--- config.mk ---
export PLATFORM = sky130hd
export DESIGN_NAME = me_mv_collector
export DESIGN_NICKNAME = d
export VERILOG_FILES = /design/src/rtl/me_pkg.sv /design/src/rtl/me_sync_fifo.sv /design/src/rtl/me_mv_collector.sv
export SDC_FILE = /design/constraint.sdc
export NUM_CORES = 1
export LEC_CHECK = 0
export CAP_MARGIN = 20
export CORE_ASPECT_RATIO = 1.2
export CORE_MARGIN = 5
export CORE_UTILIZATION = 35
export DETAILED_ROUTE_END_ITERATION = 8
export PLACE_DENSITY = 0.55
export SYNTH_ARGS = -nofsm -noshare
export SYNTH_HDL_FRONTEND = slang
export SYNTH_SLANG_ARGS = --single-unit
export TNS_END_PERCENT = 30
--- constraint.sdc ---
create_clock -name clk -period 3.9 [get_ports clk]
set_input_delay 0.585 -clock clk [delete_from_list [all_inputs] [get_ports clk]]
set_output_delay 0.585 -clock clk [all_outputs]
set_load 0.01 [all_outputs]
--- src/rtl/me_pkg.sv ---
// Shared widths, types and coordinate helpers for the ME motion-vector collector.
// Signed motion vectors are always one bit wider than the search positions.
package me_pkg;

    localparam int SAD_W     = 14;
    localparam int POS_W     = 5;
    localparam int MV_OFFSET = 8;
    localparam int BLK_W     = 8;

    typedef logic signed [POS_W:0] mv_t;

    typedef struct packed {
        mv_t                mv_x;
        mv_t                mv_y;
        logic [SAD_W-1:0]   sad;
        logic [BLK_W-1:0]   blk;
        logic               intra;
    } mv_entry_t;

    function automatic logic pos_out_of_range(input logic [POS_W-1:0] pos);
        return pos > POS_W'(2 * MV_OFFSET);
    endfunction

    // Out-of-window positions saturate to the positive edge of the window.
    function automatic mv_t pos_to_mv(input logic [POS_W-1:0] pos);
        if (pos_out_of_range(pos)) begin
            return mv_t'(MV_OFFSET);
        end
        return mv_t'({1'b0, pos}) - mv_t'(MV_OFFSET);
    endfunction

endpackage

--- src/rtl/me_sync_fifo.sv ---
// Generic show-ahead synchronous FIFO with occupancy count.
// A push into a full FIFO is accepted only when a pop happens on the same edge.
module me_sync_fifo #(
    parameter int DEPTH = 8,
    parameter int WIDTH = 8,
    localparam int AW = $clog2(DEPTH)
) (
    input  logic             clk,
    input  logic             rst,
    input  logic             push,
    input  logic             pop,
    input  logic [WIDTH-1:0] wdata,
    output logic [WIDTH-1:0] rdata,
    output logic             full,
    output logic             empty,
    output logic [AW:0]      count
);

    logic [AW-1:0]    wr_ptr;
    logic [AW-1:0]    rd_ptr;
    logic [WIDTH-1:0] mem [DEPTH];
    logic             do_push;
    logic             do_pop;

    assign empty   = (count == '0);
    assign full    = (count == (AW+1)'(DEPTH));
    assign do_pop  = pop && !empty;
    assign do_push = push && (!full || do_pop);
    assign rdata   = mem[rd_ptr];

    always_ff @(posedge clk or negedge rst) begin
        if (!rst) begin
            wr_ptr <= '0;
            rd_ptr <= '0;
            count  <= '0;
        end else begin
            if (do_push) begin
                wr_ptr <= wr_ptr + 1'b1;
            end
            if (do_pop) begin
                rd_ptr <= rd_ptr + 1'b1;
            end
            count <= count + (AW+1)'(do_push) - (AW+1)'(do_pop);
        end
    end

    // Storage is not reset: the read side is qualified by count.
    always_ff @(posedge clk) begin
        if (do_push) begin
            mem[wr_ptr] <= wdata;
        end
    end

endmodule

--- src/rtl/me_mv_collector.sv ---
// Collects ME per-block results, converts positions to signed MVs, queues them
// for the packing stage and keeps a saturating per-frame SAD total.
module me_mv_collector
    import me_pkg::*;
#(
    parameter int DEPTH        = 8,
    parameter int INTRA_THRESH = 2048,
    parameter int FSAD_W       = 24,
    localparam int CW = $clog2(DEPTH) + 1
) (
    input  logic                    clk,
    input  logic                    rst,
    input  logic [SAD_W-1:0]        sad_i,
    input  logic [POS_W-1:0]        row_i,
    input  logic [POS_W-1:0]        col_i,
    input  logic                    valid_i,
    input  logic                    frame_start_i,
    output logic                    mv_valid_o,
    input  logic                    mv_ready_i,
    output logic signed [POS_W:0]   mv_x_o,
    output logic signed [POS_W:0]   mv_y_o,
    output logic [SAD_W-1:0]        mv_sad_o,
    output logic [BLK_W-1:0]        mv_blk_o,
    output logic                    mv_intra_o,
    output logic [CW-1:0]           count_o,
    output logic [FSAD_W-1:0]       frame_sad_o,
    output logic                    overflow_o,
    output logic                    range_err_o
);

    // Valid/ready: the head entry transfers on a rising edge where mv_valid_o
    // and mv_ready_i are both high; head fields hold while valid && !ready.

    logic                s1_valid;
    mv_entry_t           s1_entry;
    mv_entry_t           next_entry;
    mv_entry_t           head;
    logic [BLK_W-1:0]    blk_cnt;
    logic [BLK_W-1:0]    stage_blk;
    logic [FSAD_W-1:0]   fsad_base;
    logic [FSAD_W:0]     fsad_sum;
    logic [FSAD_W-1:0]   fsad_next;
    logic [FSAD_W:0]     sad_ext;
    logic                fifo_full;
    logic                fifo_empty;
    logic [$bits(mv_entry_t)-1:0] fifo_rdata;
    logic                drop;

    always_comb begin
        stage_blk        = frame_start_i ? '0 : blk_cnt;
        next_entry.mv_x  = pos_to_mv(col_i);
        next_entry.mv_y  = pos_to_mv(row_i);
        next_entry.sad   = sad_i;
        next_entry.blk   = stage_blk;
        next_entry.intra = (sad_i > SAD_W'(INTRA_THRESH));
        sad_ext          = {{(FSAD_W + 1 - SAD_W){1'b0}}, sad_i};
        fsad_base        = frame_start_i ? '0 : frame_sad_o;
        fsad_sum         = {1'b0, fsad_base} + sad_ext;
        fsad_next        = fsad_sum[FSAD_W] ? '1 : fsad_sum[FSAD_W-1:0];
    end

    // A full FIFO only admits the staged entry if the head leaves on the same edge.
    assign drop = s1_valid && fifo_full && !mv_ready_i;

    always_ff @(posedge clk or negedge rst) begin
        if (!rst) begin
            s1_valid    <= 1'b0;
            s1_entry    <= '0;
            blk_cnt     <= '0;
            frame_sad_o <= '0;
            overflow_o  <= 1'b0;
            range_err_o <= 1'b0;
        end else begin
            s1_valid <= valid_i;
            if (valid_i) begin
                s1_entry    <= next_entry;
                blk_cnt     <= stage_blk + 1'b1;
                frame_sad_o <= fsad_next;
                if (pos_out_of_range(row_i) || pos_out_of_range(col_i)) begin
                    range_err_o <= 1'b1;
                end
            end else if (frame_start_i) begin
                blk_cnt     <= '0;
                frame_sad_o <= '0;
            end
            if (drop) begin
                overflow_o <= 1'b1;
            end
        end
    end

    me_sync_fifo #(
        .DEPTH (DEPTH),
        .WIDTH ($bits(mv_entry_t))
    ) u_fifo (
        .clk   (clk),
        .rst   (rst),
        .push  (s1_valid),
        .pop   (mv_ready_i),
        .wdata (s1_entry),
        .rdata (fifo_rdata),
        .full  (fifo_full),
        .empty (fifo_empty),
        .count (count_o)
    );

    assign head       = fifo_rdata;
    assign mv_valid_o = !fifo_empty;
    assign mv_x_o     = mv_valid_o ? head.mv_x  : '0;
    assign mv_y_o     = mv_valid_o ? head.mv_y  : '0;
    assign mv_sad_o   = mv_valid_o ? head.sad   : '0;
    assign mv_blk_o   = mv_valid_o ? head.blk   : '0;
    assign mv_intra_o = mv_valid_o ? head.intra : 1'b0;

endmodule

**Word level (Yosys, flattened, before mapping)**

Memory sizes are Yosys's and may differ from the RTL's.
Index checks and enable logic that the tools add are counted.

- Bits in registers: 80
- RAM bits: 280
- Input port bits: 29
- Output and inout port bits: 66
- Word-level logic and storage cells: 55
- Memories: 1

- $add $sub $neg: 8
- $lt $le $gt $ge: 3
- Equality and inequality tests: 1
- Multiplexer cells: 18
- Reduce and logical (&&, ||, !) cells: 11

Memories:

| name | depth | width | read ports | clocked after memory_dff | write ports | RTL line | source |
|---|---|---|---|---|---|---|---|
| u_fifo.mem | 8 | 35 | 1 | 0 | 1 | me_sync_fifo.sv:21 | `logic [WIDTH-1:0] mem [DEPTH];` |

Operators with widths:

| cell | number |
|---|---|
| two-way mux 24 bit | 3 |
| two-way mux 6 bit | 6 |
| adder 24 x 14 -> 25 bit | 1 |
| two-way mux 8 bit | 3 |
| greater-than comparator 14 x 12 -> 1 bit, second input constant | 1 |
| two-way mux 14 bit | 1 |
| subtractor 5 x 4 -> 6 bit, second input constant | 2 |
| greater-than comparator 5 bit, second input constant | 2 |
| adder 8 x 1 -> 8 bit, second input constant | 1 |
| adder 3 x 1 -> 3 bit, second input constant | 2 |
| two-way mux 1 bit | 5 |
| adder 4 x 1 -> 4 bit | 1 |
| equality test 4 bit, second input constant | 1 |
| logical AND 1 bit | 4 |
| logical NOT 4 bit | 1 |
| subtractor 4 x 1 -> 4 bit | 1 |
| logical NOT 1 bit | 3 |
| logical OR 1 bit | 2 |
| AND reduction 2 bit | 1 |

**Logic depth before layout (Yosys ltp)**

- Depth in word-level cells: 7
- Depth in mapped cells: 11
- Gate-level depth less buffers: 10

**Cells and area by module**

From an unflattened synthesis, not the netlist that was laid out.

- Cell total of the unflattened synthesis: 868
- Area total of the unflattened synthesis: 15408.5 um2

Modules (own cells, without submodules):

| module | instances | cells each | area each (um2) | sequential area each (um2) |
|---|---|---|---|---|
| me_sync_fifo | 1 | 465 | 11392.2 | 8658.3 |
| me_mv_collector | 1 | 403 | 4016.4 | 1701.6 |

**Least setup slack after synthesis**

No wires, ideal clock.

- Path kind: flip-flop to flip-flop
- From: register u_fifo.count[2]
- To: memory u_fifo.mem[0][0] in the netlist's numbering (enable)
- Arrival: 3.370 ns
- Data required time: 3.436 ns
- Slack: 0.066 ns
- Stages on the path, launching flop included: 7
- Buffers on the path: 0
- Period minus slack after synthesis: 3.834 ns
- Cells stage by stage: dfrtp_1 -> inv_1 -> ha_1 -> nor2_1 -> o21a_1 -> nand2b_1 -> nor3_1

- Longest elaborated chain between the ends: 7
- Elaborated cells on any way between the ends: 9
- Classes of those cells: eq/ne: 1; mux: 2; reduce/logical: 6

Ends and longest elaborated chain:

| element | RTL line | source |
|---|---|---|
| start, declared | me_sync_fifo.sv:16 | `output logic [AW:0] count` |
| start signal, assigned | me_sync_fifo.sv:43 | `count <= count + (AW+1)'(do_push) - (AW+1)'(do_pop);` |
| logical NOT 4 bit | me_sync_fifo.sv:25 | `assign empty = (count == '0);` |
| logical NOT 1 bit | me_sync_fifo.sv:27 | `assign do_pop = pop && !empty;` |
| logical AND 1 bit | me_sync_fifo.sv:27 |  |
| logical OR 1 bit * | me_sync_fifo.sv:28 | `assign do_push = push && (!full \|\| do_pop);` |
| logical AND 1 bit * | me_sync_fifo.sv:28 |  |
| net u_fifo.do_push | me_sync_fifo.sv:22 | `logic do_push;` |
| two-way mux 1 bit * | me_sync_fifo.sv:49 | `if (do_push) begin` |
| two-way mux 1 bit (implied by the code) * | me_sync_fifo.sv:50 | `mem[wr_ptr] <= wdata;` |
| end, declared | me_sync_fifo.sv:21 |  |

Mark *: on every way through the listed nets, which the timed path passes. The rest lies on a longest branch.

**Worst setup path in the final report**

- From: register u_fifo.rd_ptr[0]
- To: output port mv_sad_o[6]

- Longest elaborated chain between the ends: 2

Ends and longest elaborated chain:

| element | RTL line | source |
|---|---|---|
| start, declared | me_sync_fifo.sv:20 | `logic [AW-1:0] rd_ptr;` |
| start signal, assigned | me_sync_fifo.sv:41 | `rd_ptr <= rd_ptr + 1'b1;` |
| memory (8 x 35 bit) | - |  |
| two-way mux 14 bit | me_mv_collector.sv:111 | `assign mv_sad_o = mv_valid_o ? head.sad : '0;` |
| end, declared | me_mv_collector.sv:22 | `output logic [SAD_W-1:0] mv_sad_o,` |

Every way passes these cells.

==> results by group <==
Run status
  • Status: completed

Power
  • Leakage: 6.08 nW
  • Total power: 12.0 mW
  • Pwr/cell area: 695 nW/µm²
  • VDD IR max: 0.273 mV

Routing
  • Total wire length: 31.6 mm
  • Vias per inst: 5.00
  • Detail Route Antenna Nets: 0
  • Number of remaining DRC errors: 0
  • Drt first-iter violations: 314
  • First-pass detailed-route iteration total: 4
  • Vias: 7634
  • Routed wire length per instance: 20.7 µm

GRT
  • Largest net degree at the start of global routing: 54
  • Overflow after GRT: 0
  • Initial antenna violation count: 0
  • First-pass GRT wire length: 49.6 mm
  • Vias in the first global route: 8317
  • Total GRT Usage: 14.1%

Flow run
  • Max-cap violation count: 0

STA
  • # setup viols final: 0
  • Count of final max-slew check failures: 0
  • Clock Skew: 12.6 ps
  • RSZ-0062 raised after global routing: no
  • Slew @ Worst Pin: 1040 ps
  • Rel. slew slack: 30.4%
  • Setup TNS: 0 ps
  • Final min period: 3400 ps
  • Hold violation total from the final report: 0
  • Fin crit share: 87.1%
  • Max Clk Rate: 294 MHz

Worst setup path
  • Family with the most delay on the worst path: buffers and inverters
  • Crit path launch: u_fifo.rd_ptr[0]
  • CP max-delay cell: dfrtp_4
  • WP data required: 3310 ps
  • R2r startpoint: u_fifo.count[2]
  • Worst-path cell chain: buf_12 -> mux4_2 -> mux2i_1 -> nor2_1 -> clkdlybuf4s50_1
  • Crit Path Class: reg -> out
  • Worst path max stage delay: 620 ps
  • CP max FO: 30
  • CP endpoint kind: output pin
  • Critical path launch point type: register
  • R2R Setup Slk: 1220 ps
  • RR Endpoint: u_fifo.count[3]
  • Worst setup path end: mv_sad_o[6]
  • WP buf/inv: 2
  • R2r worst-path depth: 10
  • Worst EP arrival: 2810 ps
  • CP Depth: 5

Floorplanning
  • Die area: 45300 µm²
  • Core ar.: 40700 µm²
  • Initial core utilization: 35.3%
  • Die Wd: 195 µm
  • IO Pins: 95
  • Row count: 81
  • Die height: 232 µm

Layout
  • P&R area growth vs syn: 19.9%
  • Share of layout cells above drive strength 1: 19.7%
  • ANT cells: 0
  • # nets final: 1014

Synthesis
  • Post-synth top area share: 55.1%
  • Count of cell types in the netlist: 69
  • Main synth FF type: edfxtp_1
  • Post-synthesis register bit count: 342
  • Simple-gate share of the synthesized area: 5.85%
  • Register area share after synthesis: 68.7%
  • Post-Synth XOR/XNOR Area: 1.40%
  • Ys Warns: 0
  • Top cells by area, synth: edfxtp_1 55%, dfrtp_1 14%, mux4_2 10%
  • Leading area contributor after synthesis: edfxtp_1
  • Async set-or-reset flop fraction in the synthesized netlist: 22.8%
  • Compound-Gate Fraction of Synth Area: 5.56%
  • Synth Area in Adders: 2.28%
  • Post-synth net total: 898
  • Syn Area/Cell: 17.0 µm²
  • Largest family of logic cells by synthesized area: multiplexers
  • Mux share of post-synthesis cell area: 14.5%
  • Post-Syn Instances: 844
  • Number of synthesized flops with an enable pin: 264
  • Cell area after synthesis: 14400 µm²

Clocking
  • Worst-path clk slew: 60 ps
  • PostCTS Resize Cnt: 0
  • CTS Buf Count: 38
  • Maximum clock insertion buffer count: 3
  • CTS tree: yes
  • Clock sinks: 342
  • Worst-skew pair later-pin latency: 520 ps
  • H-tree depth: 2
  • Post-CTS setup buffer count: 0
  • Root buffer cell: clkbuf_16
  • Hold-fix buffers, CTS: 0

Place
  • Port Buffers: 94
  • HPWL after detailed placement: 19.0 mm
  • GP Congestion: 0.797

Hold path
  • Hold Crit Class: in -> async
worst register-to-register path: stages, from the launching register on:
cell     delay [ps]
dfrtp_1         340
inv_1            80
ha_1            210
and2_2          350
nor2_1          480
ha_1            310
inv_1            60
ha_1            270
a21o_1          180
a21oi_1         170
xor2_1          170
layer usage:
metal | routed length [µm] | global-route usage (%) | vias up
li1 | - | - | 3530
met1 | 14000 | 19.2 | 3896
met2 | 15700 | 23.8 | 180
met3 | 1640 | 2.70 | 28
met4 | 363 | 3.08 | 0
met5 | 0 | 0 | -
cells by family (layout without fill, tap and decap cells):
logic type	count (synthesis)	after routing
DFF	342	342
and+or+nand+nor	170	170
muxes	123	123
AOI/OAI and AO/OA	106	106
buffers and inverters	55	198
adders and majority gates	25	25
xor gates and xnor gates	23	23
metrics by stage:
step	cells	area (µm²)	setup slack (ps)	util [%]	hold slack, ps
after floorplan	844	14400	66.1	-	289
final	1526	17200	504	42.3	66.9
after global placement	1459	16100	449	39.4	454
after CTS	1526	17200	383	42.3	84.1
after global routing	1526	17200	324	42.3	103
after detailed placement	1459	16100	427	39.4	459
state kept, by name (all words and copies together), names as in the netlist, 3 cells and up:
signal / count
u_fifo.wr_ptr: 3
u_fifo.count: 4
s1_entry: 33
u_fifo.mem: 264
u_fifo.rd_ptr: 3
blk_cnt: 8
frame_sad_o: 24
worst min-delay path by stage:
stage	from	endpoint	cells past startpoint
final	rst	frame_sad_o[4]	1
after global routing	rst	frame_sad_o[4]	1
after global placement	range_err_o	range_err_o	1
after detailed placement	range_err_o	range_err_o	1
after CTS	rst	frame_sad_o[4]	1
after floorplan	rst	blk_cnt[0]	0
placed cells by master (no fill, tap or decap), types with 11 or more instances in the layout:
| cell type | instances |
|---|---|
| edfxtp_1 | 264 |
| clkdlybuf4s50_1 | 92 |
| dfrtp_1 | 75 |
| mux4_2 | 66 |
| nor2_1 | 59 |
| clkbuf_16 | 38 |
| mux2i_1 | 35 |
| nand2_1 | 31 |
| nor2b_1 | 25 |
| a21oi_1 | 23 |
| ha_1 | 23 |
| mux2_2 | 20 |
| buf_4 | 19 |
| inv_1 | 16 |
| nand3_1 | 12 |
| o21ai_0 | 12 |
| xnor2_1 | 12 |
| o22a_1 | 12 |
| xor2_1 | 11 |
| clkbuf_1 | 11 |
power by group:
group          switching (mW)  internal, mW
combinational            1.78          1.93
sequential              0.366          4.52
clock                    1.37          2.02
Yosys cell counts, drive strengths merged, types with 15 or more instances:
master,n
edfxtp,264
dfrtp,78
mux4,66
nor2,65
mux2i,35
nand2,32
a21oi,28
nor2b,25
ha,23
mux2,22
clkbuf,21
buf,18
inv,16
o21ai,15
layout make-up:
| class | count | area [µm²] |
|---|---|---|
| tap | 539 | 674 |
| clock inverter | 17 | 181 |
| fill | 3713 | 23500 |
| sequential | 342 | 9890 |
| clock buffer | 50 | 1010 |
| timing repair buffer | 115 | 1130 |
| multi-input combinational | 447 | 4310 |
| inverter | 16 | 60.1 |
No activity file was read; power rests on OpenSTA's default activity.
